===== src/rtl/modport_device_pkg.sv =====
// modport_device_pkg: shared response type and sizing helper for the Wishbone FIFO endpoint
package modport_device_pkg;

    typedef enum logic [1:0] {
        RESP_NONE,
        RESP_ACK,
        RESP_ERR,
        RESP_RTY
    } resp_t;

    function automatic int lvl_w(input int depth);
        return $clog2(depth) + 1;
    endfunction

endpackage


===== src/rtl/modport_device_fifo.sv =====
// modport_device_fifo: synchronous FIFO with extra level bit so full and empty are distinct
module modport_device_fifo
    import modport_device_pkg::*;
#(
    parameter int DAT_WIDTH = 8,
    parameter int DEPTH     = 4
) (
    input  logic                     clk_i,
    input  logic                     rst_i,
    input  logic                     push,
    input  logic                     pop,
    input  logic [DAT_WIDTH-1:0]     din,
    output logic [DAT_WIDTH-1:0]     dout,
    output logic                     full,
    output logic                     empty,
    output logic [lvl_w(DEPTH)-1:0]  level
);

    localparam int AW = $clog2(DEPTH);
    localparam int LW = lvl_w(DEPTH);

    logic [DAT_WIDTH-1:0] mem [DEPTH];
    logic [AW-1:0]        wr_ptr;
    logic [AW-1:0]        rd_ptr;

    assign dout  = mem[rd_ptr];
    assign full  = level == LW'(DEPTH);
    assign empty = level == '0;

    // storage and pointers; cleared storage keeps the head word at zero out of reset
    always_ff @(posedge clk_i or posedge rst_i) begin
        if (rst_i) begin
            mem    <= '{default: '0};
            wr_ptr <= '0;
            rd_ptr <= '0;
            level  <= '0;
        end else begin
            if (push) begin
                mem[wr_ptr] <= din;
                wr_ptr      <= wr_ptr + 1'b1;
            end
            if (pop) rd_ptr <= rd_ptr + 1'b1;
            level <= level + LW'(push) - LW'(pop);
        end
    end

endmodule


===== src/rtl/modport_device.sv =====
// modport_device: Wishbone Classic write-only device feeding a valid/ready stream through a FIFO.
// Define MODPORT_DEVICE_ERR_EN to terminate reads with err_o instead of ack_o.
module modport_device
    import modport_device_pkg::*;
#(
    parameter int DAT_WIDTH = 8,
    parameter int DEPTH     = 4
) (
    input  logic                     clk_i,
    input  logic                     rst_i,
    input  logic                     cyc_i,
    input  logic                     stb_i,
    input  logic                     we_i,
    input  logic [DAT_WIDTH-1:0]     dat_i,
    output logic                     ack_o,
    output logic                     err_o,
    output logic                     rty_o,
    output logic                     m_valid_o,
    output logic [DAT_WIDTH-1:0]     m_data_o,
    input  logic                     m_ready_i,
    output logic [lvl_w(DEPTH)-1:0]  level_o
);

    resp_t resp;
    resp_t resp_nxt;
    resp_t rd_resp;
    logic  accept;
    logic  full;
    logic  empty;
    logic  push;
    logic  pop;

`ifdef MODPORT_DEVICE_ERR_EN
    assign rd_resp = RESP_ERR;
    assign err_o   = resp == RESP_ERR;
`else
    assign rd_resp = RESP_ACK;
    assign err_o   = 1'b0;
`endif

    // a termination cycle blocks acceptance, giving one transfer per two cycles
    assign accept    = cyc_i & stb_i & (resp == RESP_NONE);
    assign push      = accept & we_i & ~full;
    assign pop       = ~empty & m_ready_i;
    assign ack_o     = resp == RESP_ACK;
    assign rty_o     = resp == RESP_RTY;
    assign m_valid_o = ~empty;

    // response decision uses the pre-edge level, so a simultaneous pop never rescues a full write
    always_comb begin
        resp_nxt = RESP_NONE;
        resp_nxt = !accept ? RESP_NONE : !we_i ? rd_resp : full ? RESP_RTY : RESP_ACK;
    end

    // one-cycle registered termination
    always_ff @(posedge clk_i or posedge rst_i) begin
        if (rst_i) resp <= RESP_NONE;
        else       resp <= resp_nxt;
    end

    modport_device_fifo #(
        .DAT_WIDTH (DAT_WIDTH),
        .DEPTH     (DEPTH)
    ) u_fifo (
        .clk_i (clk_i),
        .rst_i (rst_i),
        .push  (push),
        .pop   (pop),
        .din   (dat_i),
        .dout  (m_data_o),
        .full  (full),
        .empty (empty),
        .level (level_o)
    );

endmodule


===== config.mk =====
export PLATFORM = sky130hd
export DESIGN_NAME = modport_device
export DESIGN_NICKNAME = d
export VERILOG_FILES = /design/src/rtl/modport_device_pkg.sv /design/src/rtl/modport_device_fifo.sv /design/src/rtl/modport_device.sv
export SDC_FILE = /design/constraint.sdc
export NUM_CORES = 1
export LEC_CHECK = 0
export ABC_AREA = 1
export BUFFER_PORTS_ARGS = -buffer_cell sky130_fd_sc_hd__buf_4
export CAP_MARGIN = 20
export CORE_UTILIZATION = 56
export DETAILED_ROUTE_END_ITERATION = 10
export GPL_TIMING_DRIVEN = 0
export PLACE_DENSITY = 0.78
export SKIP_LAST_GASP = 1
export SLEW_MARGIN = 20
export SYNTH_ARGS = -nofsm -noshare
export SYNTH_HDL_FRONTEND = slang
export SYNTH_SLANG_ARGS = --single-unit

===== constraint.sdc =====
create_clock -name clk_i -period 2.1 [get_ports clk_i]
set_input_delay 0.315 -clock clk_i [delete_from_list [all_inputs] [get_ports clk_i]]
set_output_delay 0.315 -clock clk_i [all_outputs]
set_load 0.02 [all_outputs]

# ---- After elaboration in Yosys (flattened, before gate mapping)
# Cells that the tools add are included.
dict set report totals {
  word_cells 39
  inputBits 14
  output_inout_bits 15
  regBits 41
}
dict set report op_classes {
  mux 9
  n_lt_le_gt_ge 3
  n_bitwise 9
  eq_ne 3
  addsub 4
  reduce_logical 3
}
# operator n
set ops {}
lappend ops {{bitwise mux 32 bit} 1}
lappend ops {{2-to-1 mux 8 bit} 3}
lappend ops {{binary-select mux 8 bit (select 2 bit)} 1}
lappend ops {{demux 8 bit (select 2 bit)} 1}
lappend ops {{>= comparator 3 bit (second input constant)} 2}
lappend ops {{2-to-1 mux 2 bit} 3}
lappend ops {{NOT 2 -> 3 bit} 2}
lappend ops {{AND 1 bit} 5}
lappend ops {{adder 2 x 1 -> 2 bit (second input constant)} 2}
lappend ops {{adder 3 x 1 -> 3 bit} 1}
lappend ops {{== test 3 bit (second input constant)} 1}
lappend ops {{logical NOT 3 bit} 1}
lappend ops {{less-than comparator 3 x 1 -> 1 bit (second input constant)} 1}
lappend ops {{subtractor 3 x 1 -> 3 bit} 1}
lappend ops {{== test 2 x 1 -> 1 bit (second input constant)} 1}
lappend ops {{== test 2 bit (second input constant)} 1}
lappend ops {{logical NOT 2 bit} 1}
lappend ops {{NOT 1 bit} 2}
lappend ops {{logical AND 1 bit} 1}

# ---- Logic depth before layout (Yosys ltp)
# Gate-level depths: netlist (run 1).
dict set report depth {
  ltp_word 6
  ltp_mapped 11
  depth_no_buf 11
}

# ---- Hierarchy
# From an unflattened synthesis (run 1), not the netlist that was laid out.
dict set report hier_totals {
  hier_cells 265
  area_unflattened_um2 2145.8
}
# mod seq_area_each_um2 cells_each instances area_each_um2
set by_module_without_submodules {}
lappend by_module_without_submodules {modport_device_fifo 975.9 245 1 2021.9}
lappend by_module_without_submodules {modport_device 50.0 20 1 123.9}

# ---- Worst setup path after synthesis (run 1)
# OpenSTA, ideal clock, no wires.
dict set report synth_timing {
  kind {reg2reg}
  startpoint {register u_fifo.level[1]}
  endpoint {register u_fifo.level[2]}
  t_required_ps 1971
  n_path_buf 0
  arrival_time_ps 2163
  synth_period_minus_slack_ps 2292
  stages_incl_launch_ff 12
  setup_time_ps 129
  setup_slack_ps -192
  path_cell_list {dfrtp_1 > inv_1 > nand3_1 > nand2_1 > inv_1 > ha_1 > inv_1 > ha_1 > inv_1 > fa_1 > xnor2_1 > xor2_1}
}
dict set report synth_between {
  word_cells_on_any_way 8
  cone_classes {add/sub (2); eq/ne (1); bitwise (4); reduce/logical (1)}
}
# item line
set synth_lines {}
lappend synth_lines {{start: declaration} modport_device_fifo.sv:16} ;# output logic [lvl_w(DEPTH)-1:0] level
lappend synth_lines {{start signal: assignment} modport_device_fifo.sv:43} ;# level <= level + LW'(push) - LW'(pop);
lappend synth_lines {{logical NOT 3 bit} modport_device_fifo.sv:28} ;# assign empty = level == '0;
lappend synth_lines {{NOT 1 bit} --}
lappend synth_lines {{via m_valid_o} modport_device.sv:18} ;# output logic m_valid_o,
lappend synth_lines {{AND 1 bit} modport_device.sv:44} ;# assign pop = ~empty & m_ready_i;
lappend synth_lines {{via pop} modport_device.sv:31} ;# logic pop;
lappend synth_lines {{subtractor 3 x 1 -> 3 bit} modport_device_fifo.sv:43}
# The timed path passes the listed nets, and every way through them passes these cells.
# A chain may end at the register's enable or synchronous reset.

# ---- Final worst setup path (run 1)
dict set report layout_timing {
  startpoint {register u_fifo.level[0]}
  endpoint {register u_fifo.level[2]}
}
dict set report layout_between {
  word_cells_on_any_way 8
  cone_classes {add/sub (2); eq/ne (1); bitwise (4); reduce/logical (1)}
}
# item line
set layout_lines {}
lappend layout_lines {{logical NOT 3 bit} modport_device_fifo.sv:28}
lappend layout_lines {{NOT 1 bit} modport_device.sv:44}
lappend layout_lines {{AND 1 bit} modport_device.sv:44}
lappend layout_lines {{via pop} modport_device.sv:31}
lappend layout_lines {{subtractor 3 x 1 -> 3 bit} modport_device_fifo.sv:43}
# The timed path passes the listed nets, and every way through them passes these cells.

==> impl_metrics.yaml, run 1 <==
sta:
  rsz0062_at_grt: "true"
  hold_slack_ps: 204
  setup_slack_ps: 72.0
  setup_violations: 0
  fin_crit_ps: 2030
  max_freq_mhz: 493
  slew_violations: 0
  skew_ps: 5.64
  fin_crit_sh: 0.966
  hold_viol_final: 0
synthesis:
  syn_nets: 261
  synth_xor_area_frac: 0.0130
  synth-seq-area-share: 0.508
  synth-compound-area-share: 0.0719
  synth_area_um2: 2020
  synth_seq_cells: 41
  synth_top_family_by_area: "simple AND/OR/NAND/NOR gates"
  yosys_warnings: 0
  synth_adder_area_share: 0.0471
  synth_cell_types: 21
  synth.avg_cell_area_um2: 8.41
  yosys.area_share.simple: 0.288
  synth_mux_area_frac: 0
  syn_inst: 240
hold_path:
  min_from: "dat_i[1]"
  min_path_type: "primary input to register"
  worstHoldPathCells: 3
  hold_end: "u_fifo.mem[9]"
global_route:
  grtUsageTotal: 0.288
  grt_pass1_vias: 1651
  grt_max_degree: 31
  grt_pass1_wl_um: 7700
  antenna_found_initial: 0
  grt-ovfl-total: 0
pwr:
  p_int_uw: 2080
  swShare: 0.435
  ir_worst_vdd_mv: 0.951
  comb_power_share: 0.508
  p_leak_uw: 0.00132
  p_seq_frac: 0.368
  switching_power_uw: 1600
  power_density_nw_per_um2: 1500
  power_frac_clock: 0.124
detailed_routing:
  dr.pass1.iters: 4
  drc: 0
  avgViaCountPerCell: 5.47
  dr.first_iter.drc_count: 121
  wl_um: 4930
  wire_per_inst_um: 15.0
  final_antenna_net_count: 0
  vias: 1805
clock_tree:
  clk_path_buf_depth: 2
  worstSkewPairLatency_ps: 350
  clkTransAtPathRegs_ps: 120
  cts_root_buf: "clkbuf_4"
  cts_tree: "done"
  cts_max_level: 2
  cts.sinks: 41
  cts_made_buffers: 5
finish:
  final_nets: 304
  n_fill_cell: 263
  drive_gt1_frac: 0.254
  final_common_cell: "nand2_1"
  diodes: 0
  fin_cells: 330
  utilization: 0.725
  area_growth_pct: 21.8
  layout_common_cells: "nand2_1, dfrtp_1, buf_4"
critical_path:
  path_cells: "inv_2 > nand3_2 > nand2_2 > inv_1 > ha_1 > inv_1 > ha_1 > inv_1 > fa_2 > xnor2_2 > xor2_1"
  cp.arrival_ps: 2300
  worstReg2RegEnd: "u_fifo.level[2]"
  rrSetupSlack_ps: 70
  cpLargestDelayFamily: "adder cells"
  crit_type: "register to register"
  start_kind: "register"
  crit_top_cell: "inv_1"
  r2r_cells: 11
  cp_max_fo: 3
  max_stage_delay_ps: 430
  r2r_start: "u_fifo.level[0]"
  cp_num_buf_inv: 4
  crit_path_end_kind: "register"
  worst_ep_required_time_ps: 2370
  crit_start: "u_fifo.level[0]"
  slowest_stage: "dfrtp_2"
placement:
  dpl.hpwl_um: 3150
  io_buffers: 27
  placedCellCount: 314
  pre_cts_slack_ps: -70.5
  gp_congestion: 0.821
die:
  core_um2: 3390
  pin_count: 29
  start_util: 0.595
  row_count: 21
  die_x_um: 62.0
  dieHeight_um: 62.0
  fp.dieArea_um2: 3850
outcome:
  status: "completed"
run:
  maxCapViolations: 0
[kinds of logic (layout without fill, tap and decap cells)]
| logic type | count (synthesis) | after routing |
|---|---|---|
| AOI/OAI and AO/OA | 27 | 27 |
| other | 1 | 1 |
| DFF | 41 | 41 |
| xor gates and xnor gates | 3 | 3 |
| adders and majority gates | 7 | 7 |
| and+or+nand+nor | 133 | 133 |
| buffers and inverters | 28 | 72 |
[worst register-to-register path, cell delays in order (launching register included)]
cell and delay (ps):
dfrtp_2 430, inv_2 90, nand3_2 100, nand2_2 100, inv_1 60, ha_1 260, inv_1 50, ha_1 140
inv_1 50, fa_2 350, xnor2_2 150, xor2_1 180
[per-stage QoR]
step           TNS [ps]  cell area, um^2  power [uW]
2_1_floorplan         0             2030        2470
3_3_place_gp          0             2290        3040
3_5_place_dp      -70.5             2310        3100
4_1_cts               0             2430        3600
5_1_grt           -60.0             2460        3960
6_report              0             2460        3680
[synth_stat cells, drive strengths merged]
| library cell | instances | area, um^2 |
|---|---|---|
| nor2 | 21 | 96.3 |
| nand2 | 72 | 270 |
| buf | 10 | 71.3 |
| nand4 | 4 | 25.0 |
| xor2 | 2 | 17.5 |
| nand3 | 36 | 190 |
| inv | 17 | 63.8 |
| o21ai | 19 | 95.1 |
| o22ai | 8 | 50.1 |
| fa | 1 | 20.0 |
| xnor2 | 1 | 8.76 |
| ha | 6 | 75.1 |
| clkbuf | 1 | 5.00 |
| conb | 1 | 3.75 |
| dfrtp | 41 | 1030 |
[registers in the layout (all words and copies together), names as in the netlist]
signal / count
u_fifo.rd_ptr: 2
u_fifo.wr_ptr: 2
resp: 2
u_fifo.mem: 32
u_fifo.level: 3
[power by group through the flow]
stage	combinational (uW)	clock, uW	sequential (uW)
final	1870	457	1360
after global routing	2080	489	1390
after CTS	1810	451	1340
after detailed placement	1720	0	1370
after global placement	1680	0	1360
after floorplan	1120	0	1350
[per-layer routing]
metal,GRT usage,share of wire
met2,0.451,0.49
met4,0.114,0.012
met3,0.0745,0.071
met1,0.384,0.43
met5,0,0
[area by class of cell]
class | count | area [um^2] | area share
buffer | 11 | 78.8 | 0.0321
clock buffer | 7 | 65.1 | 0.0265
clock inverter | 1 | 5.00 | 0.00204
inverter | 17 | 66.3 | 0.0270
multi-input combinational | 171 | 870 | 0.354
sequential | 41 | 1030 | 0.419
tap | 46 | 57.6 | 0.0234
timing repair buffer | 36 | 285 | 0.116
[worst max path at each step]
stage / cells after the start / slack, ps / to
after floorplan: 11 / 1 / u_fifo.level[2]
after global placement: 11 / 20 / u_fifo.level[2]
after detailed placement: 11 / -70 / u_fifo.level[2]
after CTS: 11 / 2 / u_fifo.level[2]
after global routing: 11 / -60 / u_fifo.level[2]
final: 11 / 70 / u_fifo.level[2]
[what timing repair did]
action                                  in CTS  in global routing
hold endpoints to repair                    11                  0
pin swaps                                    3                  3
endpoints found under the setup margin       1                  9
buffers inserted                             5                  2
hold buffers                                 1                  0
resized for setup                            0                  5
(Power assumes the default switching activity.)
==> inputs of run 2 (changes only) <==
- CAP_MARGIN: 20 -> 15
- GPL_TIMING_DRIVEN: 0 -> default
==> run 2 against run 1 <==
Effect of this change: global-route usage shrank 1.4 points; setup slack got worse by 46 ps; critical path depth did not move; wire length fell by 4.9%; hold slack got worse by 110 ps; flip-flop and latch count stayed put; sequential power is essentially flat; sequential share of layout area rose by 1.9 points; maximum frequency shrank 2.2%; core utilization decreased by 3.0 points; clock skew rose by 4.0 ps; clock power shrank 18%.
==> impl_metrics.yaml, run 2 (synthesis results as in run 1) <==
outcome:
  status: "completed"
clock_tree:
  clk_path_buf_depth: 2
  worstSkewPairLatency_ps: 340
  clkTransAtPathRegs_ps: 120
  cts_made_buffers: 5
  cts.sinks: 41
  cts_tree: "done"
  cts_max_level: 2
  cts_hold_buf: 0
  cts_root_buf: "clkbuf_4"
global_route:
  antenna_found_initial: 0
  grtUsageTotal: 0.274
  grt_max_degree: 42
  grt_pass1_wl_um: 7370
  grt-ovfl-total: 0
  grt_pass1_vias: 1624
die:
  dieHeight_um: 62.0
  die_x_um: 62.0
  start_util: 0.595
  pin_count: 29
  fp.dieArea_um2: 3850
  row_count: 21
  core_um2: 3390
detailed_routing:
  dr.first_iter.drc_count: 116
  wl_um: 4690
  final_antenna_net_count: 0
  dr.pass1.iters: 4
  drc: 0
  vias: 1785
  wire_per_inst_um: 14.6
  avgViaCountPerCell: 5.56
finish:
  area_growth_pct: 16.7
  final_common_cell: "nand2_1"
  layout_common_cells: "nand2_1, buf_4, dfrtp_1"
  regMostFlops: "u_fifo.mem"
  final_nets: 295
  reg_top3: "u_fifo.mem (32), u_fifo.level (3)"
  fin_cells: 321
  drive_gt1_frac: 0.222
  largest_reg_flops: 32
  utilization: 0.695
  diodes: 0
sta:
  rsz0062_at_grt: "true"
  setup_violations: 0
  hold_slack_ps: 94.2
  fin_crit_ps: 2070
  tightest_slew_ps: 520
  slew_violations: 0
  fin_crit_sh: 0.988
  max_freq_mhz: 482
  hold_viol_final: 0
  setup_slack_ps: 25.5
  max_slew_margin: 0.653
  skew_ps: 9.64
pwr:
  switching_power_uw: 1560
  swShare: 0.437
  p_leak_uw: 0.00125
  p_seq_frac: 0.388
  ir_worst_vdd_mv: 0.884
  power_frac_clock: 0.105
  comb_power_share: 0.506
  p_int_uw: 2010
  power_density_nw_per_um2: 1510
  power.total_uw: 3560
run:
  maxCapViolations: 0
placement:
  dpl.hpwl_um: 3000
  pre_cts_slack_ps: 1.39
  gp_congestion: 0.812
  io_buffers: 27
  placedCellCount: 308
critical_path:
  start_kind: "register"
  cp_max_fo: 2
  cp.arrival_ps: 2330
  crit_type: "register to register"
  worst_ep_required_time_ps: 2360
  crit_path_end_kind: "register"
hold_path:
  min_path_type: "primary input to async pin"
## run 2: cell types whose count changed in the layout (fill, tap and decap cells not counted), moves of 2 or more
| cell | delta |
|---|---|
| buf_4 | +2 |
| clkbuf_8 | -2 |
| clkbuf_1 | +3 |
| buf_2 | -5 |
| buf_6 | -3 |
## run 2: routing by layer
| layer | up-vias | wire [um] | global-route usage |
|---|---|---|---|
| li1 | 847 | - | - |
| met1 | 860 | 2050 | 0.362 |
| met2 | 64 | 2290 | 0.438 |
| met3 | 14 | 251 | 0.0580 |
| met4 | 0 | 106 | 0.117 |
| met5 | - | 0 | 0 |
## run 2: repair_timing
item / CTS / global route
setup endpoints to repair: 1 / 9
pin swaps: 3 / 1
gates resized for setup: 0 / 3
buffers inserted: 5 / 0
## run 2: worst max-delay path, cell delays in order (launching register included)
cell and delay [ps]:
dfrtp_2 430, inv_1 70, nand3_2 90, nand2_2 90
inv_1 60, ha_1 270, inv_1 60, ha_1 140
inv_1 50, fa_2 350, xnor2_2 180, xor2_1 210
## run 2: final cells by class
type	instances	area (um^2)
inverters	17	63.8
clock buffers	8	48.8
well taps	46	57.6
repair buffers	38	285
fillers	302	1030
multi-input cells	171	870
flip-flops and latches	41	1030
## run 2: power by group through the flow
stage	logic [uW]	registers [uW]	clock network, uW
after floorplan	1120	1350	0
after global placement	1630	1400	0
after detailed placement	1690	1410	0
after CTS	1770	1380	378
after global routing	2000	1430	411
final	1800	1380	376
## run 2: final timing paths
kind | startpoint | end | slack, ps | cells past startpoint
worst max-delay path | u_fifo.level[2] | u_fifo.level[2] | 30 | 11
worst min register to register | u_fifo.mem[12] | u_fifo.mem[12] | 480 | 2
min in group clk_i | dat_i[6] | u_fifo.mem[30] | 220 | 3
worst min-delay path | rst_i | u_fifo.rd_ptr[1] | 90 | 3
worst max register to register | u_fifo.level[2] | u_fifo.level[2] | 30 | 11
max in group asynchronous | rst_i | u_fifo.level[0] | 1620 | 3
## run 2: through the flow
step | cell area, um^2 | setup TNS, ps
after global routing | 2360 | -62.7
after detailed placement | 2260 | 0
after CTS | 2340 | 0
after floorplan | 2030 | 0
after global placement | 2260 | 0
final | 2360 | 0
